==> config.mk <==
export PLATFORM = sky130hd
export DESIGN_NAME = bg_rom_arbiter
export DESIGN_NICKNAME = d
export VERILOG_FILES = /design/src/rtl/bg_rom_arbiter.sv
export SDC_FILE = /design/constraint.sdc
export NUM_CORES = 1
export LEC_CHECK = 0
export BUFFER_PORTS_ARGS = -buffer_cell sky130_fd_sc_hd__buf_2
export CELL_PAD_IN_SITES_DETAIL_PLACEMENT = 1
export CELL_PAD_IN_SITES_GLOBAL_PLACEMENT = 1
export CORE_MARGIN = 2
export CORE_UTILIZATION = 34
export CTS_BUF_LIST = sky130_fd_sc_hd__clkbuf_8
export CTS_CLUSTER_DIAMETER = 60
export DETAILED_ROUTE_END_ITERATION = 7
export GPL_TIMING_DRIVEN = 0
export PLACE_DENSITY_LB_ADDON = 0.1
export SLEW_MARGIN = 20
export SYNTH_ARGS = -nofsm -noshare
export SYNTH_HDL_FRONTEND = slang
export SYNTH_SLANG_ARGS = --single-unit
==> constraint.sdc <==
create_clock -name clk -period 1.7 [get_ports clk]
set_input_delay 0.255 -clock clk [delete_from_list [all_inputs] [get_ports clk]]
set_output_delay 0.255 -clock clk [all_outputs]
set_load 0.02 [all_outputs]
==> src/rtl/bg_rom_arbiter.sv <==
// bg_rom_arbiter: two-port round-robin arbiter feeding a shared synchronous background ROM
module bg_rom_arbiter #(
    parameter int ROM_DEPTH = 786432,
    parameter int AW        = 20,
    parameter int DW        = 12
) (
    input  logic          clk,
    input  logic          rst,
    input  logic          req0,
    input  logic [AW-1:0] addr0,
    output logic          gnt0,
    output logic          rvalid0,
    output logic [DW-1:0] rdata0,
    input  logic          req1,
    input  logic [AW-1:0] addr1,
    output logic          gnt1,
    output logic          rvalid1,
    output logic [DW-1:0] rdata1,
    output logic [AW-1:0] rom_address,
    input  logic [DW-1:0] rom_rgb
);
    localparam logic [AW:0] DEPTH = (AW+1)'(ROM_DEPTH);

    logic          ptr;
    logic          s1_valid, s1_tag, s1_oor;
    logic          s2_valid, s2_tag, s2_oor;
    logic [DW-1:0] hold0, hold1, rd;
    logic [AW-1:0] sel_addr;

    // ptr = 1 means port 1 was granted last, so port 0 wins the next tie
    assign gnt0     = !rst && req0 && (!req1 || ptr);
    assign gnt1     = !rst && req1 && (!req0 || !ptr);
    assign sel_addr = gnt1 ? addr1 : addr0;
    assign rd       = s2_oor ? '0 : rom_rgb;
    assign rvalid0  = s2_valid && !s2_tag;
    assign rvalid1  = s2_valid && s2_tag;
    assign rdata0   = rvalid0 ? rd : hold0;
    assign rdata1   = rvalid1 ? rd : hold1;

    // grant stage: latch the winner's address and tag, advance the pointer
    always_ff @(posedge clk) begin
        if (rst) begin
            ptr         <= 1'b1;
            rom_address <= '0;
            s1_valid    <= 1'b0;
            s1_tag      <= 1'b0;
            s1_oor      <= 1'b0;
        end else begin
            s1_valid <= gnt0 || gnt1;
            if (gnt0 || gnt1) begin
                ptr         <= gnt1;
                rom_address <= sel_addr;
                s1_tag      <= gnt1;
                s1_oor      <= {1'b0, sel_addr} >= DEPTH;
            end
        end
    end

    // ROM access stage: follow the request while the ROM produces its word
    always_ff @(posedge clk) begin
        if (rst) begin
            s2_valid <= 1'b0;
            s2_tag   <= 1'b0;
            s2_oor   <= 1'b0;
        end else begin
            s2_valid <= s1_valid;
            s2_tag   <= s1_tag;
            s2_oor   <= s1_oor;
        end
    end

    // keep the last delivered word per port visible between responses
    always_ff @(posedge clk) begin
        if (rst) begin
            hold0 <= '0;
            hold1 <= '0;
        end else begin
            if (rvalid0) hold0 <= rd;
            if (rvalid1) hold1 <= rd;
        end
    end
endmodule

==> results.yml <==
status:
  status: "complete, but fails checks"
  violations: "setup timing"
layout:
  final_util: 0.556
  drive_gt1_frac: 0.543
  ff_latch_area_sq_um: 1030
  fill_cells: 703
  final_nets: 401
  fin_area_sq_um: 3330
  final_cells: 421
  multi_input_area_sq_um: 1130
  antennaDiodeCount: 0
  area.growth.synth_to_final_pct: 56.3
clock_tree:
  clockBufferDepth: 2
  insertion_delay_ns: 0.30
  cts_sinks: 51
  tritoncts: "done"
  clk_pin_slew_worst_paths_ns: 0.10
  cts_inserted_buffers: 5
  htree_levels: 2
  cts_root_buf: "clkbuf_8"
timing:
  relSlewSlack: 0.588
  fin_crit_sh: 1.01
  hold_viol: 0
  finClkSkew_ns: 0.0115
  worstMarginPinSlew_ns: 0.615
  slew_viol_final: 0
  rsz0062_at_grt: "true"
  setup_ws_ns: -0.0247
  clock.fmax_ghz: 0.580
  setup_viol: 3
  fin_crit_ns: 1.72
  holdWs_ns: 0.172
synth:
  synthTopCellsByArea: "dfxtp_1, mux2i_1, a221o_1"
  yosysSeqAreaShare: 0.479
  synth-seq-cells: 51
  ys_warn_count: 0
  synth_top_family_by_area: "simple AND/OR/NAND/NOR gates"
  synthAdderAreaFrac: 0
  synthSimpleGateAreaFrac: 0.205
  ys_types: 26
  async_flop_share: 0
  syn-instance-count: 216
  ys.flop_type: "dfxtp_1"
  synth-xor-area-share: 0
  synth_fp_nets: 272
  synth_common_cells: "dfxtp_1, nor2_1, inv_1"
  synth_edf_count: 0
  syn-cell-area_sq_um: 2130
  yosysMostFrequentCell: "dfxtp_1"
  synth.top_cell.area_share: 0.479
  synth_top_area_cell: "dfxtp_1"
  muxShareOfSynthArea: 0.113
  syn_area_per_cell_sq_um: 9.87
  synth_compound_area_frac: 0.115
placed_design:
  dp.cells: 392
  dpl-instance-area_sq_um: 2730
  place.port_buffers: 101
  dp_hpwl_um: 4340
  gp_congestion: 0.720
power:
  ir_drop_uv: 336
  p_leak_nw: 1.75
  p_per_area_nw_per_um2: 773
  power_mw: 2.58
min_path:
  min_path_type: "input pin to register"
  min_from: "addr1[13]"
  holdPathEnd: "rom_address[13]$_SDFFE_PP0P_"
  hold_depth: 2
setup_path:
  setup.worst_path.start_class: "register"
  r2r_end: "hold0[10]$_SDFF_PP0_"
  end_kind: "output pin"
  crit_type: "register to output pin"
  rr_worst_depth: 6
  required_ns: 1.44
  reg2reg_from: "s2_tag$_SDFF_PP0_"
  r2r_slack_ns: 0.36
  critPathArrivalTime_ns: 1.47
  cp_max_fo: 5
floorplan:
  fp.dieH_um: 83.2
  dieWidth_um: 83.2
  core_area_sq_um: 5990
  ios: 104
  placementRows: 28
  dieArea_sq_um: 6920
  initial_core_util: 0.356
global_route:
  grt_first_pass_wirelength_um: 10200
  grt_overflow_total: 0
  grt_max_degree: 16
  antenna_found_initial: 0
  grt_pass1_vias: 2160
  grt_util_all_layers: 0.179
drt:
  drtIter0Drc: 51
  postRouteAntennaNets: 0
  dr.pass1.iters: 4
  viasPerCell: 4.88
  drc: 0
  vias: 2056
  wire_per_inst_um: 15.7
  routed_wl_um: 6600
job:
  maxCapViolations: 0
kinds of logic (layout without fill, tap and decap cells):
kind of cell / after synthesis / count (layout)
simple gates: 74 / 74
mux: 24 / 24
flops: 51 / 51
buf+inv: 42 / 172
compound gates: 25 / 25
state kept, by name, indices dropped and copies added (netlist names):
register     cells
ptr              1
hold1           12
s1_valid         1
s2_valid         1
s1_tag           1
s2_oor           1
hold0           12
s1_oor           1
rom_address     20
s2_tag           1
how the worst max path moves through the flow:
stage	from	endpoint	slack [ns]
after floorplan	rst	gnt0	0.16
after global placement	rst	gnt0	0.03
after detailed placement	s2_tag$_SDFF_PP0_	rdata0[8]	-0.009
after CTS	s2_tag$_SDFF_PP0_	rdata0[8]	-0.06
after global routing	s2_tag$_SDFF_PP0_	rdata0[3]	-0.10
final	s2_tag$_SDFF_PP0_	rdata0[3]	-0.02
per-layer routing:
| layer | wire length (um) | share of wire | global-route usage |
|---|---|---|---|
| met5 | 0 | 0 | 0 |
| met4 | 111 | 0.017 | 0.0462 |
| met3 | 364 | 0.055 | 0.0358 |
| met2 | 3460 | 0.52 | 0.331 |
| met1 | 2670 | 0.40 | 0.209 |
critical path, cell delays in order, from the launching register on:
cell	delay [ns]
dfxtp_2	0.36
nand2b_4	0.18
buf_12	0.15
mux2i_2	0.24
inv_1	0.10
buf_6	0.14
area by class of cell:
| type | instances | share of cell area |
|---|---|---|
| Timing Repair Buffer | 124 | 0.232 |
| Multi-Input combinational cell | 123 | 0.341 |
| Tap cell | 75 | 0.0282 |
| Inverter | 27 | 0.0304 |
| Clock buffer | 5 | 0.0207 |
| Sequential cell | 51 | 0.309 |
| Clock inverter | 3 | 0.00488 |
| Buffer | 13 | 0.0349 |
cells in the final DEF, fill, tap and decap left out, drive strengths merged:
| cell type | n |
|---|---|
| a21boi | 1 |
| nand2 | 2 |
| nor4 | 1 |
| a21bo | 1 |
| o21ai | 1 |
| inv | 28 |
| nor4b | 18 |
| nor2 | 30 |
| o21ba | 1 |
| clkinv | 1 |
| dfxtp | 51 |
| buf | 136 |
| nor3 | 5 |
| o21bai | 1 |
| o32ai | 1 |
| a221o | 18 |
| nor2b | 16 |
| a21oi | 1 |
| nand2b | 2 |
| clkinvlp | 1 |
| clkbuf | 6 |
| mux2i | 24 |
report_power, final:
| group | internal, mW | total (mW) | switching (mW) |
|---|---|---|---|
| Sequential | 1.26 | 1.30 | 0.0411 |
| Combinational | 0.296 | 0.605 | 0.309 |
| Clock | 0.283 | 0.669 | 0.387 |
timing repair:
action | CTS | global route
endpoints found under the setup margin | 24 | 25
gates resized for setup | 58 | 31
endpoints found under the hold margin | 0 | 0
pin swaps | 1 | 0
gates cloned | 1 | 2
hold buffers | 0 | 0
buffers inserted | 12 | 8
through the flow:
stage | setup slack, ns | TNS, ns
2_1_floorplan | 0.156 | 0
3_3_place_gp | 0.0299 | 0
3_5_place_dp | -0.00878 | -0.00878
4_1_cts | -0.0562 | -0.183
5_1_grt | -0.103 | -0.891
6_report | -0.0247 | -0.0534
(Power assumes the default switching activity.)
